===== config.mk =====
export PLATFORM = sky130hd
export DESIGN_NAME = pasaaltas_5k
export DESIGN_NICKNAME = d
export VERILOG_FILES = /design/src/rtl/pasaaltas_5k.sv
export SDC_FILE = /design/constraint.sdc
export NUM_CORES = 1
export LEC_CHECK = 0
export ABC_CLOCK_PERIOD_IN_PS = 14300
export CORE_MARGIN = 5
export CORE_UTILIZATION = 40
export CTS_CLUSTER_SIZE = 28
export DETAILED_ROUTE_END_ITERATION = 12
export PLACE_DENSITY = 0.53
export REMOVE_ABC_BUFFERS = 1
export SETUP_SLACK_MARGIN = 0.3
export SLEW_MARGIN = 0
export SYNTH_ARGS = -nofsm -noshare
export SYNTH_HDL_FRONTEND = slang
export SYNTH_SLANG_ARGS = --single-unit

===== constraint.sdc =====
create_clock -name clk -period 14.3 [get_ports clk]
set_input_delay 1.43 -clock clk [delete_from_list [all_inputs] [get_ports clk]]
set_output_delay 1.43 -clock clk [all_outputs]
set_load 0.005 [all_outputs]

===== src/rtl/pasaaltas_5k.sv =====
// pasaaltas_5k: 2nd-order Butterworth high-pass (fc 5 kHz @ fs 44.1 kHz),
// Direct Form I, one shared 25x18 multiplier.
// Q8.16 samples, Q.16 coefficients, 48-bit accumulator.
// Sequence: IDLE -> MAC (5 cycles, one product each) -> OUT -> IDLE.
// The output register loads one cycle after OUT, so y and rx_2 change
// together 7 edges after the capturing edge.
// Build option: define PASAALTAS_SAT_EN to saturate the result to 25 bits.
// Otherwise the result wraps.
module pasaaltas_5k (
  input  logic        clk,
  input  logic        rst,
  input  logic        rx,
  input  logic [24:0] u,
  output logic        rx_2,
  output logic [24:0] y
);

  typedef enum logic [1:0] {IDLE, MAC, OUT} state_t;

  localparam logic signed [17:0] C_B0  =  18'sd39369;
  localparam logic signed [17:0] C_B1  = -18'sd78738;
  localparam logic signed [17:0] C_B2  =  18'sd39369;
  localparam logic signed [17:0] C_A1N =  18'sd67838;
  localparam logic signed [17:0] C_A2N = -18'sd24104;

  state_t             r_state, w_next;
  logic [2:0]         r_cnt;
  logic signed [24:0] r_u0, r_u1, r_u2, r_y1, r_y2;
  logic signed [47:0] r_acc;
  logic               r_out_d;
  logic [24:0]        r_y;
  logic               r_rx2;

  logic signed [24:0] w_x;
  logic signed [17:0] w_c;
  logic signed [42:0] w_prod;
  logic [47:0]        w_acc_nxt;
  logic [24:0]        w_ynew;
  logic               w_unused;

  // Next-state logic; strobes outside IDLE are ignored.
  always_comb begin
    w_next = r_state;
    case (r_state)
      IDLE:    if (rx) w_next = MAC;
      MAC:     if (r_cnt == 3'd4) w_next = OUT;
      OUT:     w_next = IDLE;
      default: w_next = IDLE;
    endcase
  end

  // Operand select: tap r_cnt picks one sample/coefficient pair.
  always_comb begin
    w_x = r_u0;
    w_c = C_B0;
    case (r_cnt)
      3'd0:    begin w_x = r_u0; w_c = C_B0;  end
      3'd1:    begin w_x = r_u1; w_c = C_B1;  end
      3'd2:    begin w_x = r_u2; w_c = C_B2;  end
      3'd3:    begin w_x = r_y1; w_c = C_A1N; end
      3'd4:    begin w_x = r_y2; w_c = C_A2N; end
      default: begin w_x = r_u0; w_c = C_B0;  end
    endcase
  end

  assign w_prod    = $signed({{18{w_x[24]}}, w_x}) * $signed({{25{w_c[17]}}, w_c});
  assign w_acc_nxt = r_acc + {{5{w_prod[42]}}, w_prod};

  // Drop 16 fraction bits (floor), then clamp or wrap to 25 bits.
`ifdef PASAALTAS_SAT_EN
  always_comb begin
    w_ynew = r_acc[40:16];
    if (!r_acc[47] && (r_acc[46:40] != 7'h00))      w_ynew = 25'h0FFFFFF;
    else if (r_acc[47] && (r_acc[46:40] != 7'h7F))  w_ynew = 25'h1000000;
  end
  assign w_unused = ^r_acc[15:0];
`else
  assign w_ynew   = r_acc[40:16];
  assign w_unused = ^{r_acc[47:41], r_acc[15:0]};
`endif

  // FSM state register.
  always_ff @(posedge clk or negedge rst) begin
    if (!rst) r_state <= IDLE;
    else      r_state <= w_next;
  end

  // Datapath: capture the sample, accumulate products, shift the delay lines.
  always_ff @(posedge clk or negedge rst) begin
    if (!rst) begin
      r_cnt <= '0;
      r_acc <= '0;
      r_u0  <= '0;
      r_u1  <= '0;
      r_u2  <= '0;
      r_y1  <= '0;
      r_y2  <= '0;
    end else begin
      case (r_state)
        IDLE: if (rx) begin
          r_u0  <= u;
          r_acc <= '0;
          r_cnt <= '0;
        end
        MAC: begin
          r_acc <= w_acc_nxt;
          r_cnt <= r_cnt + 3'd1;
        end
        OUT: begin
          r_u2 <= r_u1;
          r_u1 <= r_u0;
          r_y2 <= r_y1;
          r_y1 <= w_ynew;
        end
        default: ;
      endcase
    end
  end

  // Output stage: publish the new y with a one-cycle strobe.
  always_ff @(posedge clk or negedge rst) begin
    if (!rst) begin
      r_out_d <= 1'b0;
      r_y     <= '0;
      r_rx2   <= 1'b0;
    end else begin
      r_out_d <= (r_state == OUT);
      r_rx2   <= r_out_d;
      if (r_out_d) r_y <= r_y1;
    end
  end

  assign y    = r_y;
  assign rx_2 = r_rx2;

endmodule


After elaboration in Yosys (flattened, before gate mapping)

Index checks and enable logic that the tools add are counted.

Word-level logic and storage cells: 36
Latch bits: 0
Memory bits (read-only): 0
RAM bits: 0
Input bits: 28
Bits in registers: 205
Memories kept: 0
Output and inout bits: 26

$mul: 1
$add $sub $neg: 2
Reductions and logical operators: 5
Eq/ne operators: 8
Muxes and demuxes: 9
Bitwise operators: 0
Div/mod/pow operators: 0
Shift operators: 0
Order comparisons: 0

Operators with widths:

| operator                                                         | count |
|---|---|
| 25-bit one-hot mux with 4 select lines                           | 1 |
| 48-bit one-hot mux with 2 select lines                           | 1 |
| 18-bit one-hot mux with 3 select lines                           | 1 |
| 48-bit adder                                                     | 1 |
| 48-bit 2-to-1 mux                                                | 1 |
| 25-bit by 18-bit multiplier with 43-bit output                   | 1 |
| 3-bit by 2-bit == test with 1-bit output (second input constant) | 2 |
| 3-bit one-hot mux with 2 select lines                            | 1 |
| 2-bit AND reduction                                              | 3 |
| 2-bit 2-to-1 mux                                                 | 2 |
| 2-bit inequality test (second input constant)                    | 2 |
| 2-bit one-hot mux with 2 select lines                            | 1 |
| 3-bit by 1-bit adder with 3-bit output (second input constant)   | 1 |
| 3-bit by 1-bit == test with 1-bit output (second input constant) | 1 |
| 3-bit == test (second input constant)                            | 1 |
| 3-bit 2-to-1 mux                                                 | 1 |
| 2-bit by 1-bit == test with 1-bit output (second input constant) | 1 |
| 2-bit == test (second input constant)                            | 1 |
| 2-bit logical NOT                                                | 1 |
| 2-bit nonzero test                                               | 1 |

Longest topological paths before layout

Gate-level depths: netlist (run 1).

Depth after elaboration: 5
Gate-level depth with buffers: 46
Mapped depth without buffers: 43

Worst setup path before layout (run 1)

No wires, ideal clock.

Path type: register -> register
Start point: register r_cnt[1]
End point: register r_acc[40]
Required time: 14169 ps
Setup slack: 4688 ps
Setup time: 131 ps
Buffers on the path: 4
Stages on the path, launching flop included: 44
Period minus slack after synthesis: 9612 ps
Data arrival time: 9482 ps
Cell sequence: dfrtp_1 inv_1 ha_1 nor2b_1 clkbuf_1 buf_2 buf_1 nor2_1 nor2_1 clkbuf_1 nand2_1 fa_1 fa_1 inv_1 fa_1 inv_1 fa_1 inv_1 (+8 left out) a21oi_1 nor2_1 a31o_2 a31oi_1 o21bai_1 a21oi_1 xnor2_1 ha_1 a21oi_1 o21ai_0 nor2_1 nand3_1 a21o_1 a41oi_2 o21ai_0 a311oi_1 xnor2_1 o21ai_1

Cells in the longest elaborated chain, start to end: 5
Elaborated cells on any way between the ends: 9
Those cells by class: add/sub (1); mul (1); eq/ne (4); mux (3)

Ends and longest elaborated chain:

| element                                                                                                 | RTL line | text |
|---|---|---|
| from (decl)                                                                                             | 27       | `logic [2:0] r_cnt;` |
| from (signal assigned)                                                                                  | 107      | `r_cnt <= r_cnt + 3'd1;` |
| 3-bit == test (tied with other cells)                                                                   | 56       | `case (r_cnt)` |
| 25-bit one-hot mux with 4 select lines / 18-bit one-hot mux with 3 select lines (equally long branches) | 56       |  |
| 25-bit by 18-bit multiplier with 43-bit output (*)                                                      | 66       | `assign w_prod = $signed({{18{w_x[24]}}, w_x}) * $signed({{25{w_c[17]}}, w_c});` |
| 48-bit adder (*)                                                                                        | 67       | `assign w_acc_nxt = r_acc + {{5{w_prod[42]}}, w_prod};` |
| 48-bit one-hot mux with 2 select lines (*)                                                              | 99       | `case (r_state)` |
| to (signal assigned)                                                                                    | 106      | `r_acc <= w_acc_nxt;` |
| to (decl)                                                                                               | 29       | `logic signed [47:0] r_acc;` |

Mark *: on every way between the ends. The rest lies on a longest branch, timed or not.
A chain may end at the register's enable or synchronous reset.

Worst setup path in the final report (run 1)

Start point: register r_cnt[0]
End point: register r_acc[40]

Same word-level chain as after synthesis.

==> flow_metrics.py, run 1 <==
metrics = {
    "detailed_routing": {
        "vias_per_cell": 5.182,
        "detail-route-antenna-nets": 0,
        "totalWireLength_um": 65940,
        "routedWlPerCell_um": 19.72,
        "dr.first_iter.drc_count": 1204,
        "firstDrtPassIters": 6,
        "vias": 17330,
        "post-route-drc-count": 0,
    },
    "placement": {
        "gp_congestion": 0.9256,
        "port_buffers": 53,
        "dp_hpwl_um": 54190,
        "pre_cts_slack_ns": 2.592,
        "place_inst": 3312,
    },
    "cts": {
        "cts.sinks": 198,
        "worstSkewPairLatency_ns": 0.45,
        "cts_inserted_buffers": 17,
        "post_cts_resized": 0,
        "cts_setup_buffers": 0,
        "cts_buffer_depth": 2,
        "cts_tree": "yes",
        "cts_hold_buf": 0,
        "h-tree-depth": 4,
        "path_clk_slew_ns": 0.07,
        "root_buffer": "clkbuf_16",
    },
    "logic_synthesis": {
        "yosysTopAreaCellShare": 0.3271,
        "synthTopCellsByArea": "fa_1 33%, dfrtp_1 20%, ha_1 9.1%",
        "ys_async_sr_fraction": 1.000,
        "ys_ff_latch": 198,
        "yosys.cell_count.top_type": "inv_1",
        "synth.distinct_cells": 67,
        "yosysWarnings": 0,
        "synthCells": 2534,
        "syn_avg_cell_area_um2": 9.612,
        "synth_edf_count": 0,
        "ys_seq_area_frac": 0.2034,
        "syn_area_mm2": 0.02436,
        "yosys.area.top_type": "fa_1",
        "synthTopCellsByCount": "570 x inv_1, 398 x fa_1, 293 x nand2_1",
        "dominantRegCellSynth": "dfrtp_1",
    },
    "grt": {
        "grt_pass1_vias": 18330,
        "grt_use_met1": 0.2739,
        "met3_usage": 0.01997,
        "grt-ovfl-total": 0,
        "busiest_layer": "met2",
        "antenna_found_initial": 1,
        "grt_usage": 0.2012,
        "grt_max_degree": 73,
        "use_met2": 0.3518,
        "grt_pass1_wl_um": 104800,
    },
    "timing": {
        "rsz0062_at_grt": "no",
        "finClkSkew_ns": 0.01187,
        "finalSetupViolations": 0,
        "tns_ns": 0,
        "hold_viol_final": 0,
        "fin_crit_sh": 0.8270,
        "timing.slew.headroom": 0.1456,
        "drv_slew": 0,
        "fin_crit_ns": 11.83,
        "setup_slack_ns": 2.474,
        "tightest_slew_ns": 1.282,
        "fmax_mhz": 84.56,
    },
    "worst_setup_path": {
        "cpMaxStageDelayCell": "a22oi_1",
        "path_depth": 40,
        "r2r_end": "r_acc[40]$_DFFE_PN0P_",
        "crit_path_end_kind": "flip-flop",
        "startpoint_type": "flip-flop",
        "path_delay_family": "compound AO/OA/AOI/OAI gates",
        "critical_path_required_ns": 14.63,
        "slowest_delay_ns": 1.02,
        "reg2reg_slack_ns": 2.47,
        "r2r_cells": 40,
        "crit_path_frequent_cell": "inv_1",
        "arrival_ns": 12.15,
        "r2r_start": "r_cnt[0]$_DFFE_PN0P_",
        "cp.buffers_inverters": 7,
        "worstPathMaxFanout": 39,
        "crit_type": "flip-flop to flip-flop",
    },
    "final_layout": {
        "final_util": 0.4366,
        "nNetsFinal": 3152,
        "syn2layout_area_growth_pct": 8.204,
        "drive_gt1_frac": 0.08080,
        "instances_no_fill": 3344,
        "diodes": 0,
    },
    "die": {
        "io_pins": 54,
        "die_area_mm2": 0.06593,
        "core_area_mm2": 0.06036,
        "rows": 90,
        "die_w_um": 256.8,
        "dieHeight_um": 256.8,
        "start_util": 0.4035,
    },
    "flow_run": {
        "cap_violations": 0,
    },
    "worst_hold_path": {
        "min_path_type": "flip-flop to flip-flop",
        "hold_end": "r_acc[7]$_DFFE_PN0P_",
        "min_path_cells": 2,
        "min_from": "r_acc[7]$_DFFE_PN0P_",
    },
    "status": {
        "outcome": "complete, no violations",
    },
}
-- state kept, by name (all words and copies together) (netlist names) --
signal / cells
r_y2: 25
r_u0: 25
r_state: 2
r_acc: 41
r_y1: 25
r_out_d: 1
rx_2: 1
r_u2: 25
r_cnt: 3
y: 25
r_u1: 25
-- layout make-up --
type,count,area (µm²)
Clock buffer,19,452.9
Clock inverter,13,133.9
Fill cell,5950,34000
Inverter,572,2147
Multi-Input combinational cell,1682,16970
Sequential cell,198,4955
Tap cell,782,978.4
Timing Repair Buffer,78,721.9
-- tightest hold or removal path: stages, from the launching register on --
cell,delay (ns)
dfrtp_1,0.36
nand2_1,0.05
o21ai_0,0.06
-- worst max-delay path by stage --
stage / startpoint / to
6_report: r_cnt[0]$_DFFE_PN0P_ / r_acc[40]$_DFFE_PN0P_
5_1_grt: r_cnt[1]$_DFFE_PN0P_ / r_acc[40]$_DFFE_PN0P_
4_1_cts: r_cnt[0]$_DFFE_PN0P_ / r_acc[40]$_DFFE_PN0P_
3_5_place_dp: r_cnt[0]$_DFFE_PN0P_ / r_acc[40]$_DFFE_PN0P_
3_3_place_gp: r_cnt[0]$_DFFE_PN0P_ / r_acc[40]$_DFFE_PN0P_
2_1_floorplan: r_cnt[1]$_DFFE_PN0P_ / r_acc[40]$_DFFE_PN0P_
-- per-stage QoR --
step | hold WS [ns] | instance area (µm²)
2_1_floorplan | 0.4563 | 24040
3_3_place_gp | 0.4683 | 25770
3_5_place_dp | 0.4816 | 25770
4_1_cts | 0.4984 | 26350
5_1_grt | 0.5179 | 26350
6_report | 0.4930 | 26350
-- cell families after synthesis --
logic type      Yosys count  synth area share
buf+inv                 654            0.1013
fa+ha+maj               575            0.4181
simple gates            555           0.09442
compound gates          340           0.09252
flops                   198            0.2034
mux                     127           0.05913
xor+xnor                 85           0.03113
-- cells in the final DEF, fill, tap and decap left out, types with 10 or more instances in the layout --
| cell type | netlist | layout |
|---|---|---|
| nor3_1 | 12 | 11 |
| nor2_1 | 157 | 156 |
| o21ai_1 | 10 | 10 |
| o21bai_1 | 11 | 11 |
| xor2_1 | 28 | 28 |
| ha_1 | 177 | 177 |
| o21ai_0 | 95 | 95 |
| xnor2_1 | 56 | 56 |
| nand3_1 | 35 | 35 |
| clkbuf_16 | 0 | 17 |
| clkdlybuf4s50_1 | 0 | 52 |
| nand2_1 | 293 | 291 |
| a21o_1 | 38 | 38 |
| a22oi_1 | 17 | 17 |
| a21oi_1 | 71 | 71 |
| buf_4 | 0 | 25 |
| mux2_2 | 125 | 125 |
| nand2b_1 | 14 | 13 |
| fa_1 | 398 | 398 |
| inv_1 | 570 | 570 |
| dfrtp_1 | 198 | 198 |
| a222oi_1 | 24 | 24 |
-- layer usage --
| metal | vias to the layer above | wire length [µm] | share of wire |
|---|---|---|---|
| li1 | 7969 | - | - |
| met1 | 8903 | 28910 | 0.44 |
| met2 | 390 | 33370 | 0.51 |
| met3 | 66 | 2377 | 0.036 |
| met4 | 0 | 1289 | 0.020 |
| met5 | - | 0 | 0 |
Power of run 1 is left out: the tool's default activity adds up to more than one toggle a clock period on the data nets, which glitch-free logic cannot reach.
==> run 2: changes to the inputs <==
Settings changed: ABC_CLOCK_PERIOD_IN_PS 14300 to 10600, PLACE_DENSITY 0.53 to 0.55.
Clock period 14.3 ns to 10.6 ns, I/O delays scaled along.
==> run 2 against run 1 <==
Via count increased by 2.0%. Clock skew increased by 0.0026 ns. Maximum frequency increased by 20%. Final cell count increased by 2.1%. Global-route usage decreased by 0.14 points. Critical endpoint unchanged.
==> flow_metrics.py, run 2 (synthesis results as in run 1) <==
metrics = {
    "final_layout": {
        "nNetsFinal": 3224,
        "top_register": "r_acc",
        "multi_input_area_mm2": 0.01710,
        "syn2layout_area_growth_pct": 11.22,
        "drive_gt1_frac": 0.1163,
        "largest_reg_flops": 41,
        "final_common_cell": "inv_1",
        "final_cell_mix": "564 x inv_1, 398 x fa_1, 286 x nand2_1",
        "instances_no_fill": 3414,
        "diodes": 0,
        "fin_area_mm2": 0.02709,
        "n_fill_cell": 5866,
        "ff_latch_area_mm2": 0.004956,
    },
    "worst_setup_path": {
        "slowest_delay_ns": 0.60,
        "cpMaxStageDelayCell": "fa_1",
        "r2r_end": "r_acc[40]$_DFFE_PN0P_",
        "arrival_ns": 10.16,
        "worstPathMaxFanout": 11,
        "r2r_cells": 44,
        "r2r_start": "r_cnt[1]$_DFFE_PN0P_",
        "critical_path_required_ns": 10.92,
        "crit_path_frequent_cell": "fa_1",
        "reg2reg_slack_ns": 0.76,
        "crit_path_start": "r_cnt[1]$_DFFE_PN0P_",
        "crit_path_end_kind": "flip-flop",
        "startpoint_type": "flip-flop",
        "crit_type": "flip-flop to flip-flop",
    },
    "grt": {
        "grt_usage": 0.1998,
        "busiest_layer": "met2",
        "grt_max_degree": 78,
        "grt_pass1_vias": 18550,
        "met3_usage": 0.02902,
        "grt-ovfl-total": 0,
        "antenna_found_initial": 2,
        "use_met2": 0.3267,
        "grt_pass1_wl_um": 104500,
        "grt_use_met1": 0.2775,
    },
    "timing": {
        "drv_slew": 0,
        "fin_crit_sh": 0.9282,
        "rsz0062_at_grt": "yes",
        "tightest_slew_ns": 0.9875,
        "fin_crit_ns": 9.839,
        "hold_viol_final": 0,
        "timing.slew.headroom": 0.3417,
        "finalSetupViolations": 0,
        "finClkSkew_ns": 0.01447,
        "fmax_mhz": 101.6,
    },
    "cts": {
        "cts.sinks": 198,
        "cts_hold_buf": 0,
        "worstSkewPairLatency_ns": 0.45,
        "cts_inserted_buffers": 17,
        "cts_tree": "yes",
        "root_buffer": "clkbuf_16",
        "cts_buffer_depth": 2,
        "h-tree-depth": 4,
        "path_clk_slew_ns": 0.07,
    },
    "status": {
        "outcome": "complete, no violations",
    },
    "worst_hold_path": {
        "min_from": "r_acc[6]$_DFFE_PN0P_",
        "min_path_type": "flip-flop to flip-flop",
        "min_path_cells": 2,
        "hold_end": "r_acc[6]$_DFFE_PN0P_",
    },
    "die": {
        "rows": 90,
        "die_area_mm2": 0.06593,
        "dieHeight_um": 256.8,
        "die_w_um": 256.8,
        "core_area_mm2": 0.06036,
        "io_pins": 54,
        "start_util": 0.4035,
    },
    "detailed_routing": {
        "post-route-drc-count": 0,
        "dr.first_iter.drc_count": 1420,
        "vias_per_cell": 5.177,
        "routedWlPerCell_um": 19.31,
        "vias": 17670,
        "totalWireLength_um": 65920,
        "firstDrtPassIters": 6,
        "detail-route-antenna-nets": 0,
    },
    "placement": {
        "dp_hpwl_um": 53710,
        "post_dp_cell_area_mm2": 0.02613,
        "gp_congestion": 0.9482,
        "place_inst": 3360,
        "port_buffers": 53,
    },
    "flow_run": {
        "cap_violations": 0,
    },
}
-- run 2: cell types whose count changed in the layout (fill, tap and decap cells not counted), moves of 4 or more --
cell,change
clkinvlp_4,+4
inv_1,-6
nand2_1,-5
buf_4,+64
ha_2,+4
ha_1,-5
-- run 2: per-layer routing --
layer  wire (µm)  up-vias
met5           0        -
met2       31920      428
met1       29100     9042
met4        2061        0
met3        2835       89
li1            -     8115
-- run 2: critical path, delay by kind of cell (launching register included) --
family	cells	cell delay, ns
DFF	1	0.40
buffers and inverters	9	1.10
and+or+nand+nor	6	0.87
AOI/OAI and AO/OA	18	3.28
xor gates and xnor gates	2	0.30
adders and majority gates	9	3.74
-- run 2: timing repair --
item                                    4_1_cts  5_1_grt
cloned                                        0        4
pin swaps                                     0       12
endpoints found under the setup margin        4       11
buffers inserted                              3       17
gates resized for setup                       2       40
-- run 2: per-stage QoR --
step | hold slack, ns | util | worst slack, ns | TNS [ns]
3_5_place_dp | 0.4817 | 0.4329 | 0.1642 | 0
4_1_cts | 0.4982 | 0.4437 | 0.3146 | 0
3_3_place_gp | 0.4727 | 0.4329 | 0.2497 | 0
5_1_grt | 0.5174 | 0.4488 | 0.2351 | 0
6_report | 0.4926 | 0.4488 | 0.7607 | 0
2_1_floorplan | 0.4563 | - | -0.1544 | -0.1544
-- run 2: cell type report --
type	count	share of cell area
multi-input combinational	1685	0.6313
sequential	198	0.1829
inverter	572	0.07995
timing repair buffer	147	0.04693
tap	782	0.03612
clock buffer	19	0.01635
clock inverter	11	0.006374
-- run 2: worst max-delay path by stage --
stage / endpoint / cells after the start
global placement: r_acc[38]$_DFFE_PN0P_ / 39
CTS: r_acc[38]$_DFFE_PN0P_ / 39
floorplan: r_acc[40]$_DFFE_PN0P_ / 41
global route: r_acc[40]$_DFFE_PN0P_ / 37
finish: r_acc[40]$_DFFE_PN0P_ / 44
detailed placement: r_acc[40]$_DFFE_PN0P_ / 40
Power of run 2 is left out for the same reason.
==> run 3: changes to the inputs <==
Settings changed: CORE_UTILIZATION 40 to 59, PLACE_DENSITY 0.55 to 0.77.
==> run 3 against run 2 <==
Critical path type unchanged. Largest cell class unchanged. Final cell count decreased by 7.9%. Worst setup slack got worse by 0.084 ns. Maximum frequency decreased by 0.84%. Clock-buffer cell count increased by 1. Die area decreased by 31%. Non-clock buffer count decreased by 19. Critical endpoint unchanged.
==> flow_metrics.py, run 3 (synthesis results as in run 1) <==
metrics = {
    "detailed_routing": {
        "firstDrtPassIters": 8,
        "detail-route-antenna-nets": 0,
        "routedWlPerCell_um": 20.15,
        "vias_per_cell": 5.701,
        "totalWireLength_um": 63340,
        "vias": 17920,
        "dr.first_iter.drc_count": 1665,
        "post-route-drc-count": 0,
    },
    "final_layout": {
        "nNetsFinal": 3202,
        "final_common_cell": "inv_1",
        "drive_gt1_frac": 0.1076,
        "syn2layout_area_growth_pct": 9.072,
        "largest_reg_flops": 41,
        "diodes": 0,
        "final_cell_mix": "568 x inv_1, 398 x fa_1, 289 x nand2_1",
        "top_register": "r_acc",
    },
    "grt": {
        "grt_usage": 0.2919,
        "grt_pass1_wl_um": 103000,
        "grt-ovfl-total": 0,
        "grt_max_degree": 130,
        "grt_pass1_vias": 19420,
        "antenna_found_initial": 0,
    },
    "worst_setup_path": {
        "reg2reg_slack_ns": 0.68,
        "crit_path_end_kind": "flip-flop",
        "slowest_delay_ns": 0.55,
        "critical_path_required_ns": 10.93,
        "cpMaxStageDelayCell": "fa_1",
        "startpoint_type": "flip-flop",
        "worstPathMaxFanout": 22,
        "arrival_ns": 10.25,
        "r2r_cells": 43,
        "crit_type": "flip-flop to flip-flop",
        "r2r_end": "r_acc[40]$_DFFE_PN0P_",
        "r2r_start": "r_cnt[0]$_DFFE_PN0P_",
    },
    "timing": {
        "setup_slack_ns": 0.6771,
        "tns_ns": 0,
        "finalSetupViolations": 0,
        "tightest_slew_ns": 1.199,
        "fin_crit_sh": 0.9361,
        "rsz0062_at_grt": "yes",
        "finClkSkew_ns": 0.008566,
        "hold_viol_final": 0,
        "fmax_mhz": 100.8,
        "timing.hold.ws_ns": 0.4956,
        "fin_crit_ns": 9.923,
        "drv_slew": 0,
        "timing.slew.headroom": 0.1975,
    },
    "cts": {
        "cts.sinks": 198,
        "cts_inserted_buffers": 17,
        "worstSkewPairLatency_ns": 0.44,
        "cts_hold_buf": 0,
        "h-tree-depth": 4,
        "path_clk_slew_ns": 0.07,
        "cts_tree": "yes",
        "cts_buffer_depth": 2,
        "root_buffer": "clkbuf_16",
    },
    "worst_hold_path": {
        "hold_end": "r_acc[5]$_DFFE_PN0P_",
        "min_from": "r_acc[5]$_DFFE_PN0P_",
        "min_path_type": "flip-flop to flip-flop",
        "min_path_cells": 2,
    },
    "placement": {
        "pre_cts_slack_ns": 0.09362,
        "dp_hpwl_um": 51950,
        "port_buffers": 53,
        "gp_congestion": 0.9787,
    },
    "die": {
        "rows": 74,
        "io_pins": 54,
        "die_area_mm2": 0.04544,
        "core_area_mm2": 0.04083,
        "dieHeight_um": 213.2,
        "start_util": 0.5965,
        "die_w_um": 213.2,
    },
    "status": {
        "outcome": "complete, no violations",
    },
    "flow_run": {
        "cap_violations": 0,
    },
}
==> run 3: layout make-up <==
class / count / area, µm²
clock buffer: 20 / 456.7
clock inverter: 12 / 117.6
fill: 3241 / 14270
inverter: 572 / 2155
multi-input combinational: 1682 / 17080
sequential: 198 / 4955
tap: 532 / 665.6
timing repair buffer: 128 / 1134
==> run 3: worst max-delay path by stage <==
stage / from / to / slack (ns)
global route: r_cnt[0]$_DFFE_PN0P_ / r_acc[40]$_DFFE_PN0P_ / 0.19
CTS: r_cnt[1]$_DFFE_PN0P_ / r_acc[39]$_DFFE_PN0P_ / 0.42
detailed placement: r_cnt[0]$_DFFE_PN0P_ / r_acc[33]$_DFFE_PN0P_ / 0.09
finish: r_cnt[0]$_DFFE_PN0P_ / r_acc[40]$_DFFE_PN0P_ / 0.68
global placement: r_cnt[0]$_DFFE_PN0P_ / r_acc[33]$_DFFE_PN0P_ / 0.28
floorplan: r_cnt[1]$_DFFE_PN0P_ / r_acc[40]$_DFFE_PN0P_ / -0.15
==> run 3: repair_timing <==
action / CTS / global route
pin swaps: 0 / 6
setup endpoints to repair: 5 / 10
setup buffers: 0 / 11
resized for setup: 6 / 28
==> run 3: metal layers <==
| metal | vias to the layer above | wire (µm) | global-route usage | share of wire |
|---|---|---|---|---|
| li1 | 8061 | - | - | - |
| met1 | 9035 | 24800 | 0.3771 | 0.39 |
| met2 | 666 | 31680 | 0.4991 | 0.50 |
| met3 | 161 | 3748 | 0.04290 | 0.059 |
| met4 | 0 | 3106 | 0.1186 | 0.049 |
| met5 | - | 0 | 0 | 0 |
==> run 3: worst max-delay path: cells and delay by family (launching register included) <==
family                   cells  cell delay, ns
adder cells (fa/ha/maj)      9            4.03
AO/OA/AOI/OAI               16            3.08
AND/OR/NAND/NOR              7            0.95
buffers and inverters        8            0.77
flip-flops                   1            0.43
XOR/XNOR                     2            0.31
multiplexers                 1            0.25
==> run 3: stage by stage <==
| stage | util | instances | area, µm² |
|---|---|---|---|
| 2_1_floorplan | - | 2452 | 24040 |
| 3_3_place_gp | 0.6308 | 3101 | 25760 |
| 3_5_place_dp | 0.6308 | 3101 | 25760 |
| 4_1_cts | 0.6454 | 3133 | 26350 |
| 5_1_grt | 0.6506 | 3144 | 26570 |
| 6_report | 0.6506 | 3144 | 26570 |
Power of run 3 is left out for the same reason.
